--- src/rtl/fsm_input_conditioner.sv ---
// Input conditioner for the 4-state sequence FSM: synchronises raw x/z, debounces them as a
// pair and commits both bits on one edge with a single-cycle pair_valid strobe.
module fsm_input_conditioner #(
    parameter int unsigned DB_CYCLES = 4,
    parameter int unsigned CNT_W     = 3
) (
    input  logic clk,
    input  logic rst,
    input  logic en,
    input  logic x_raw,
    input  logic z_raw,
    output logic x,
    output logic z,
    output logic pair_valid,
    output logic stable
);

    localparam logic [0:0] StStable   = 1'b0;
    localparam logic [0:0] StSettling = 1'b1;

    localparam logic [CNT_W-1:0] CntMax = CNT_W'(DB_CYCLES - 1);

    // Bit 1 carries x, bit 0 carries z throughout.
    logic [1:0]       sync1_q, sync2_q;
    logic [1:0]       last_q, last_d;
    logic [1:0]       out_q, out_d;
    logic [CNT_W-1:0] cnt_q, cnt_d;
    logic [0:0]       state_q, state_d;
    logic             pv_q, pv_d;

    // Synchroniser runs independently of en so a later enable sees settled data.
    always_ff @(posedge clk or posedge rst) begin
        if (rst) begin
            sync1_q <= 2'b00;
            sync2_q <= 2'b00;
        end else begin
            sync1_q <= {x_raw, z_raw};
            sync2_q <= sync1_q;
        end
    end

    always_comb begin
        state_d = state_q;
        last_d  = last_q;
        cnt_d   = cnt_q;
        out_d   = out_q;
        pv_d    = 1'b0;
        if (en) begin
            case (state_q)
                StStable: begin
                    if (sync2_q != last_q) begin
                        last_d  = sync2_q;
                        cnt_d   = '0;
                        state_d = StSettling;
                    end
                end
                StSettling: begin
                    if (sync2_q != last_q) begin
                        last_d = sync2_q;
                        cnt_d  = '0;
                    end else if (cnt_q < CntMax) begin
                        cnt_d = cnt_q + 1'b1;
                    end else begin
                        state_d = StStable;
                        // A candidate that returned to the committed pair settles silently.
                        if (last_q != out_q) begin
                            out_d = last_q;
                            pv_d  = 1'b1;
                        end
                    end
                end
                default: state_d = StStable;
            endcase
        end
    end

    always_ff @(posedge clk or posedge rst) begin
        if (rst) begin
            state_q <= StStable;
            last_q  <= 2'b00;
            cnt_q   <= '0;
            out_q   <= 2'b00;
            pv_q    <= 1'b0;
        end else begin
            state_q <= state_d;
            last_q  <= last_d;
            cnt_q   <= cnt_d;
            out_q   <= out_d;
            pv_q    <= pv_d;
        end
    end

    assign x          = out_q[1];
    assign z          = out_q[0];
    assign pair_valid = pv_q;
    assign stable     = (state_q == StStable);

endmodule

--- config.mk ---
export PLATFORM = sky130hd
export DESIGN_NAME = fsm_input_conditioner
export DESIGN_NICKNAME = d
export VERILOG_FILES = /design/src/rtl/fsm_input_conditioner.sv
export SDC_FILE = /design/constraint.sdc
export NUM_CORES = 1
export LEC_CHECK = 0
export ABC_AREA = 0
export CAP_MARGIN = 20
export CORE_AREA = 2 2 39 41
export CTS_CLUSTER_SIZE = 16
export DETAILED_ROUTE_END_ITERATION = 7
export DIE_AREA = 0 0 41 43
export GPL_ROUTABILITY_DRIVEN = 0
export PLACE_DENSITY = 0.64
export SLEW_MARGIN = 20
export SYNTH_ARGS = -nofsm -noshare
export SYNTH_HDL_FRONTEND = slang
export SYNTH_SLANG_ARGS = --single-unit
--- constraint.sdc ---
create_clock -name clk -period 1.3 [get_ports clk]
set_input_delay 0.26 -clock clk [delete_from_list [all_inputs] [get_ports clk]]
set_output_delay 0.26 -clock clk [all_outputs]
set_load 0.01 [all_outputs]
; ---- Word level (Yosys, flattened, before mapping)
; Cells that the tools add are included.
; Widths: inputs -> output; s select.
[totals]
output_inout_bits = 4
wordCells = 33
regBits = 13
inputBits = 5
[classes]
reduce_logical = 3
bitwise_logic = 3
mux = 14
magnitude_cmp = 1
addsub = 1
eq_ne = 4
[op_table]
columns = op, count
row1 = $mux 3, 3
row2 = $mux 1, 8
row3 = $pmux 3 s2, 1
row4 = $reduce_and 5->1, 1
row5 = $ne 2x2->1, 2
row6 = $add 3x1->3 const B, 1
row7 = $lt 3x2->1 const B, 1
row8 = $ne 3x1->1 const B, 1
row9 = $not 1->1, 3
row10 = $reduce_and 3->1, 1
row11 = $mux 2, 1
row12 = $ne 2x1->1 const B, 1
row13 = $pmux 1 s2, 1
row14 = $reduce_and 2->1, 1

; ---- Logic depth before layout (Yosys ltp)
; Gate-level depths: netlist (run 1).
[logic_depth]
ltp_word = 6
ltp_mapped = 4
ltp_nobuf = 4

; ---- Worst setup path before layout (run 1)
; OpenSTA, ideal clock, no wires.
[synth_path]
path_kind = register -> register
from = reg last_q[1]
to = reg out_q[0]
setup_slack_ps = -38
stages_incl_launch_ff = 5
n_path_buf = 0
t_arrival_ps = 1210
required_ps = 1172
period_less_slack_ps = 1338
setup_ps = 128
path_cell_list = dfrtp_1 -> xnor2_1 -> nand2_2 -> nor3_4 -> mux2_1
[synth_via]
elab_chain_cells = 3
word_cells_on_any_way = 4
classes_between = 2 x eq/ne / 1 x bitwise / 1 x reduce/logical
[synth_lines]
columns = item, line
row1 = "start, declared", 25  ; logic [1:0] last_q, last_d;
row2 = "start signal, assigned", 86  ; last_q <= last_d;
row3 = $ne 2x2->1, 58  ; if (sync2_q != last_q) begin
row4 = $not 1->1 (no source line), --
row5 = $reduce_and 5->1 (no source line) *, --
row6 = "end signal, assigned", 88  ; out_q <= out_d;
row7 = "end, declared", 26  ; logic [1:0] out_q, out_d;
; Mark *: on every way between the ends. The rest lies on a longest branch, timed or not.
; A chain may end at the register's enable or synchronous reset.

; ---- Final worst setup path (run 1)
[layout_path]
from = reg last_q[1]
to = reg out_q[1]
[layout_via]
elab_chain_cells = 3
word_cells_on_any_way = 4
classes_between = 2 x eq/ne / 1 x bitwise / 1 x reduce/logical
[layout_lines]
columns = item, line
row1 = $ne 2x2->1, 58
row2 = $not 1->1 (no source line), --
row3 = $reduce_and 5->1 (no source line), --
; Parallel ways exist; a longest one is shown, timed or not.

==> impl.org, run 1 <==
** Run status
- Status :: finished, violations left
- The final reports fail on negative setup slack.

** GRT
- Total Routing Usage GR :: 12.9%
- Number of antenna violations at the first check in global routing :: 0
- The first global-routing pass estimated 1.52 mm of wire.
- After global routing the overflow that remains totals 0.
- The number of global-route vias before repair was 378.
- Maximum number of pins on one net before global-route repair :: 14

** Clocking
- Count of hold-fix buffers inserted at cts :: 0
- Max Buffers Root-to-Sink :: 2
- CTS tree :: built
- The tree is rooted in a sky130_fd_sc_hd__clkbuf_4.
- Clock latency on the worst-skew pair, taken at its later pin, is between 200 and 300 ps.
- CTS clk-pin slew, worst paths :: 80 ps
- CTS HTree Levels :: 1
- Number of buffers added by the clock tree synthesis step :: 3
- Number of sinks driven by the clock tree :: 13

** Yosys
- Distinct cell type count after synthesis :: 18
- Post-synthesis cell area :: between 500 and 600 um2
- Warnings, synthesis :: 0
- The number of nets in the synthesized netlist is 45.
- The share of the Yosys chip area taken by registers is 61.3%.
- Per-instance average area after synthesis :: 13.6 um2
- FF+latch count, synth :: 13
- Number of standard cells after synthesis :: 39

** Placement
- Detailed placement ended at an HPWL of roughly 700 um.
- The count of buffers added on input and output ports is 8.

** STA
- The count of final hold-check violations came to 0.
- Worst slew margin :: between 60% and 70%
- Top achievable clock speed :: ~0.76 GHz
- Of the available clock period, the critical path in the final layout requires 101%.
- Unrepaired setup endpoints after global routing :: true
- Worst slack on hold paths :: 297 ps
- After layout, the minimum clock period comes to between 1000 and 1500 ps.
- Final Max Slew Viols :: 0
- Between clock sinks in the finished design, the worst skew comes to slightly below 4 ps.
- At the pin with the least slew margin, the transition time is between 400 and 500 ps.
- Across all setup checks in the final design, the least slack found is -12.1 ps.
- Setup violations remaining at the end of the flow were counted as 2.

** Worst setup path
- Maximum fanout encountered on the critical timing path :: 3
- STA puts the critical path data required time at 1450 ps.
- The critical path in this run is classified as register to register.
- Reg-to-reg critical path startpoint :: last_q[1]
- Kind of end point of the critical path :: register
- Data arrives at the worst endpoint at 1460 ps.
- Crit path launch type :: register
- The critical path starts at last_q[1].

** Floorplanning
- Initial core utilization :: between 30% and 40%
- Number of top-level pins :: 9
- Die span in y :: 43 um
- The floorplan has 14 rows.
- DIE WIDTH :: 41 um
- The die covers 1760 um2.
- In this run the standard cell core region covers between 1000 and 1500 um2.

** Route
- After detailed routing, the average wire length per cell comes to ~12 um.
- After detailed routing, the total wire length is 868 um.
- The detail route stage leaves a number of antenna-violating nets equal to 0.
- The detailed router used layers up to and including met4.
- Average via count per standard cell :: 4.92
- The routed design uses between 30 and 40 um of met3 wire.
- Met2 layer wire length in the routed design :: 479 um
- The pre-antenna-repair detailed-routing pass consisted of 2 iterations.
- Remaining routing DRC violations :: 0
- Length of routed wiring on met1 :: 347 um
- Overall via count from detail_route :: 369
- Detailed router's first-iteration violation count :: 5

** Final layout
- From synthesis to final layout, the design area changed by 37.7%.
- The multi-input combinational cells in the finished layout cover a total of 209 um2.
- Of the cells placed in the final design, the portion with a size suffix greater than 1 is 33.9%.
- The repair_antennas step left the layout with diodes totalling 0.
- NumNets Final :: 66
- FILL cells :: 127
- Sequential cell area :: about 330 um2

** Pwr
- Power comes to slightly below 0.9 mW.
- Power density cells :: 1210 nW/um2
- IR analysis of the VDD net gives a maximum drop of 0.614 mV.
- Leakage power figure :: 0.365 nW

** Worst hold path
- The worst hold path belongs to the class primary input to asynchronous set/reset pin.

** Flow run
- Across the run, the number of max-cap violations was 0.
## synthesized netlist by cell type
cell type	n	area share (%)
sky130_fd_sc_hd__o21ai_0	1	0.94
sky130_fd_sc_hd__a31oi_1	1	1.2
sky130_fd_sc_hd__nor2_1	1	0.71
sky130_fd_sc_hd__mux2_2	3	6.4
sky130_fd_sc_hd__mux2_1	2	4.2
sky130_fd_sc_hd__a21oi_1	2	1.9
sky130_fd_sc_hd__nand3_1	1	0.94
sky130_fd_sc_hd__ha_1	1	2.4
sky130_fd_sc_hd__nand2_2	1	1.2
sky130_fd_sc_hd__nor3_4	1	3.1
sky130_fd_sc_hd__clkbuf_1	1	0.71
sky130_fd_sc_hd__a21boi_1	1	1.4
sky130_fd_sc_hd__dfrtp_1	13	61
sky130_fd_sc_hd__a22o_1	2	3.3
sky130_fd_sc_hd__inv_1	2	1.4
sky130_fd_sc_hd__xnor2_1	4	6.6
sky130_fd_sc_hd__and2_1	1	1.2
sky130_fd_sc_hd__nand2b_1	1	1.2
## cells by family after synthesis
| kind of cell | synth area share [%] |
|---|---|
| fa+ha+maj | 2.36 |
| mux | 10.6 |
| buf+inv | 2.12 |
| compound gates | 8.73 |
| xor+xnor | 6.60 |
| simple gates | 8.26 |
| flops | 61.3 |
## worst max-delay path: stages (launching register included)
cell and delay [ps]:
sky130_fd_sc_hd__dfrtp_1 400, sky130_fd_sc_hd__xnor2_1 190, sky130_fd_sc_hd__nand2_2 100, sky130_fd_sc_hd__nor3_4 160
sky130_fd_sc_hd__mux2_1 350
## per-layer routing
layer / vias to the layer above / global-route usage [%]
li1: 174 / -
met1: 186 / 14.6
met2: 7 / 22.2
met3: 2 / 3.14
met4: 0 / 4.00
met5: - / 0
## final timing paths
check / to / slack (ps) / cells past startpoint
min reg2reg: sync2_q[0] / 360 / 0
max: out_q[1] / -10 / 4
max in group asynchronous: cnt_q[1] / 690 / 2
min: last_q[1] / 300 / 2
max reg2reg: out_q[1] / -10 / 4
min in group clk: sync2_q[0] / 360 / 0
## state kept, by name, indices dropped and copies added, names as in the netlist
name        count
last_q          2
sync1_q         2
state_q         1
out_q           2
sync2_q         2
pair_valid      1
cnt_q           3
## cells in the final DEF (no fill, tap or decap)
master                            instances
sky130_fd_sc_hd__a31oi_1                  1
sky130_fd_sc_hd__dfrtp_1                 13
sky130_fd_sc_hd__ha_1                     1
sky130_fd_sc_hd__and2_1                   1
sky130_fd_sc_hd__mux2_2                   3
sky130_fd_sc_hd__inv_1                    2
sky130_fd_sc_hd__buf_4                    9
sky130_fd_sc_hd__dlygate4sd2_1            4
sky130_fd_sc_hd__nand2b_4                 1
sky130_fd_sc_hd__nand3_1                  1
sky130_fd_sc_hd__a21boi_1                 1
sky130_fd_sc_hd__a22o_1                   2
sky130_fd_sc_hd__o21ai_2                  1
sky130_fd_sc_hd__xnor2_1                  4
sky130_fd_sc_hd__a21oi_1                  1
sky130_fd_sc_hd__nand2_2                  1
sky130_fd_sc_hd__mux2_1                   2
sky130_fd_sc_hd__nor2_1                   1
sky130_fd_sc_hd__clkbuf_4                 3
sky130_fd_sc_hd__a21oi_2                  1
sky130_fd_sc_hd__nor3_4                   1
sky130_fd_sc_hd__clkdlybuf4s50_1          4
sky130_fd_sc_hd__clkbuf_1                 1
## layout make-up
class                   count  share of cell area, %
flip-flops and latches     13                   44.5
clock buffers               4                   3.60
multi-input cells          23                   28.6
well taps                  16                   2.74
repair buffers             17                   19.5
inverters                   2                   1.03
## where the power goes
| part | switching, mW | internal [mW] | leakage, nW |
|---|---|---|---|
| combinational | 0.0799 | 0.106 | 0.189 |
| clock | 0.117 | 0.118 | 0.0150 |
| sequential | 0.0259 | 0.440 | 0.161 |
## stage by stage
stage	setup WS, ps	utilization, %	setup TNS [ps]	cell area (um2)	instances
3_5_place_dp	-259	49.6	-898	687	70
5_1_grt	-83.7	52.8	-163	731	75
4_1_cts	-9.06	51.7	-14.7	716	74
2_1_floorplan	29.3	-	0	531	39
3_3_place_gp	-203	49.6	-581	687	70
6_report	-12.1	52.8	-17.0	731	75
## repair_timing
| item | CTS | global route |
|---|---|---|
| pin swaps | 1 | 1 |
| endpoints found under the setup margin | 7 | 4 |
| gates resized for setup | 6 | 2 |
| setup buffers | 0 | 1 |
No activity file was read; power rests on OpenSTA's default activity.
==> inputs of run 2 (changes only) <==
TNS_END_PERCENT = 5   (was unset)
==> impl.org, run 2 (synthesized netlist as in run 1, its figures left out) <==
** Route
- Detailed-routing iteration count for the pre-antenna-repair pass :: 2 (unchanged)
- The vias per cell is 4.91 (-0.30%).
- Detailed router's first-iteration violation count :: 3 (-2)
- DR WL met3 :: 38 um (+5.6%)
- Remaining routing DRC violations :: 0 (unchanged)
- Uppermost routed layer :: met4
- The total length of routed wires was 860 um (-0.92%).
- The met2 routed wirelength came to 473 um (-1.3%).
- Routed length per placed instance :: 11.6 um (+0.42%)
- The number of vias in the routed layout came to 363 (-1.6%).
- Length of routed wiring on met1 :: 344 um (-0.86%)
- Remaining antenna violation count after routing :: 0 (unchanged)

** Pwr
- The proportion of power drawn by flip-flops and latches was 52.8% (+0.2 points).
- Part of the power in the clock network :: 26.6% (about the same)
- The maximum vdd drop is 0.610 mV (-0.60%).
- The cell-internal power is 0.662 mW (-0.41%).
- Switching power total :: 0.222 mW (-0.13%)
- Part of the power in combinational logic :: 20.6% (-0.3 points)
- Switching part of the total :: 25.1% (+0.054 points)
- Leakage power figure :: 0.358 nW (-2.1%)
- The total power per unit cell area was 1230 nW/um2 (+1.2%).

** Final layout
- Leaving out fill and tap cells, the most frequent cell in the layout is sky130_fd_sc_hd__dfrtp_1.
- Fin util :: 52.0% (-0.81 points)
- FILL cells :: 127 (unchanged)
- The number of diodes came to 0 (unchanged).
- Relative to the synthesized area, the layout overhead comes to 35.6%.
- The flip-flop count of the largest register, all copies and words added was 3 (unchanged).
- NumNets Final :: 65 (-1.5%)
- The library cells used most frequently in the layout, excluding fill and tap cells, are 13 x sky130_fd_sc_hd__dfrtp_1, 8 x sky130_fd_sc_hd__buf_4, 4 x sky130_fd_sc_hd__xnor2_1, 4 x sky130_fd_sc_hd__clkdlybuf4s50_1.
- Ranked by flip-flop count, first place goes to cnt_q.
- Final instance count without filler cells :: 74 (-1.3%)
- Share of post-route cells with drive strength above 1 :: 34.5% (+0.58 points)
- The final instance area was 719 um2 (-1.5%).

** Worst setup path
- The number of cells on the worst reg-to-reg path was 4 (unchanged).
- Reg-to-reg critical path startpoint :: last_q[1]
- The endpoint identified for the worst register-to-register timing path is out_q[1].
- First element of the critical path :: last_q[1]
- Kind of end point of the critical path :: register
- In this run the worst setup path terminates at out_q[1].
- The maximum fanout encountered on the critical timing path came to 3 (unchanged).
- Worst reg-to-reg setup slack :: -10 ps (about the same)
- CP Data Required Time :: 1450 ps (about the same)
- Crit path launch type :: register
- Worst EP arrival :: 1460 ps (about the same)
- The critical path is of the register to register type.

** Floorplanning
- Number of top-level pins :: 9 (unchanged)
- Die span in y :: 43 um (unchanged)
- The starting density of the core was 38.3% (unchanged).
- Area of the placeable core :: 1380 um2 (unchanged)
- Die Area :: 1760 um2 (unchanged)
- The overall die width is 41 um (unchanged).
- Core Rows :: 14 (unchanged)

** Worst hold path
- Path category of the worst min-delay check :: primary input to asynchronous set/reset pin

** Placement
- Placed Instances :: 70 (unchanged)
- The cell area after placement was 687 um2 (unchanged).
- The placed wire-length estimate is 698 um (unchanged).
- Number of buffers added on ports :: 8 (unchanged)
- Worst setup slack before clock tree synthesis :: -259 ps (unchanged)

** Clocking
- The setup fix buffers added after clock tree synthesis was 0 (unchanged).
- Max Buffers Root-to-Sink :: 2 (unchanged)
- Number of sinks driven by the clock tree :: 13 (unchanged)
- Clock Root Buffer :: sky130_fd_sc_hd__clkbuf_4
- The clock input transition at the sequential cells of the worst setup and hold paths was 80 ps (about the same).
- CTS tree :: built
- Count of hold-fix buffers inserted at cts :: 0 (unchanged)
- The CTS buffer count is 3 (unchanged).
- CTS HTree Levels :: 1 (unchanged)
- Clk Latency, worst-skew pair :: 260 ps (about the same)

** STA
- Worst slew margin :: 69.5% (about the same)
- The top achievable clock speed is 0.762 GHz (about the same).
- Final Max Slew Viols :: 0 (unchanged)
- Shortest period the worst path allows :: 1310 ps (-0.158 ps)
- Final critical-path setup slack :: -11.9 ps (+0.158 ps)
- The setup TNS after final layout came to -16.7 ps (+0.227 ps).
- Number of hold violations in the final report :: 0 (unchanged)
- The number of failing setup endpoints in the final timing report is 2 (unchanged).
- Post-Route Skew :: 3.93 ps (-0.0356 ps)
- Unrepaired setup endpoints after global routing :: true
- The final critical-path share of the clock period was 101% (about the same).
- Transition time of the tightest slew-check pin :: 457 ps (-0.143 ps)

** GRT
- Overall overflow remaining after global route :: 0 (unchanged)
- The initial antenna violation count was 0 (unchanged).
- The number of global-route vias before repair was 378 (unchanged).
- Total Routing Usage GR :: 12.9% (unchanged)
- Maximum number of pins on one net before global-route repair :: 14 (unchanged)
- The wire length of the first global-routing pass is 1.52 mm (unchanged).

** Run status
- The checks that failed: negative setup slack.
- The flow ran to the end, but the final reports show violations.

** Flow run
- The number of violations of the max-capacitance limit was 0 (unchanged).
==> run 2: per-layer routing <==
metal / track usage [%] / up-vias
met3: 3.14 / 2
li1: - / 171
met4: 4.00 / 0
met2: 22.2 / 7
met1: 14.6 / 183
met5: 0 / -
==> run 2: layout make-up <==
class                           instances  area [um2]  share of cell area [%]
Sequential cell                        13         325                    45.2
Clock buffer                            4        26.3                    3.65
Multi-Input combinational cell         23         209                    29.0
Tap cell                               16        20.0                    2.78
Timing Repair Buffer                   16         131                    18.3
Inverter                                2        7.51                    1.04
==> run 2: worst min-delay path by stage <==
stage / depth (start not counted) / end / slack, ps / from
after floorplan: 1 / cnt_q[0] / 140 / rst
after global placement: 0 / sync2_q[1] / 340 / sync1_q[1]
after detailed placement: 0 / sync2_q[1] / 340 / sync1_q[1]
after CTS: 2 / last_q[0] / 310 / rst
after global routing: 2 / sync2_q[1] / 340 / rst
final: 2 / last_q[1] / 300 / rst
==> run 2: what timing repair did <==
action                                  in CTS  in global routing
pin swaps                                    0                  1
endpoints found under the setup margin       7                  4
hold endpoints to repair                     0                  0
gates resized for setup                      6                  4
==> run 2: worst max-delay path: stages (launching register included) <==
cell,delay [ps]
sky130_fd_sc_hd__dfrtp_1,400
sky130_fd_sc_hd__xnor2_1,190
sky130_fd_sc_hd__nand2_2,100
sky130_fd_sc_hd__nor3_4,160
sky130_fd_sc_hd__mux2_1,350
==> run 2: power groups by stage <==
stage          clock [mW]  sequential (mW)  combinational [mW]
3_5_place_dp            0            0.474               0.186
6_report            0.235            0.467               0.182
3_3_place_gp            0            0.470               0.179
2_1_floorplan           0            0.479              0.0858
5_1_grt             0.272            0.473               0.200
4_1_cts             0.244            0.466               0.182
==> run 2: metrics by stage <==
step | hold WS, ps | power (mW)
2_1_floorplan | 137 | 0.565
3_3_place_gp | 339 | 0.648
3_5_place_dp | 336 | 0.661
4_1_cts | 315 | 0.891
5_1_grt | 339 | 0.946
6_report | 297 | 0.884
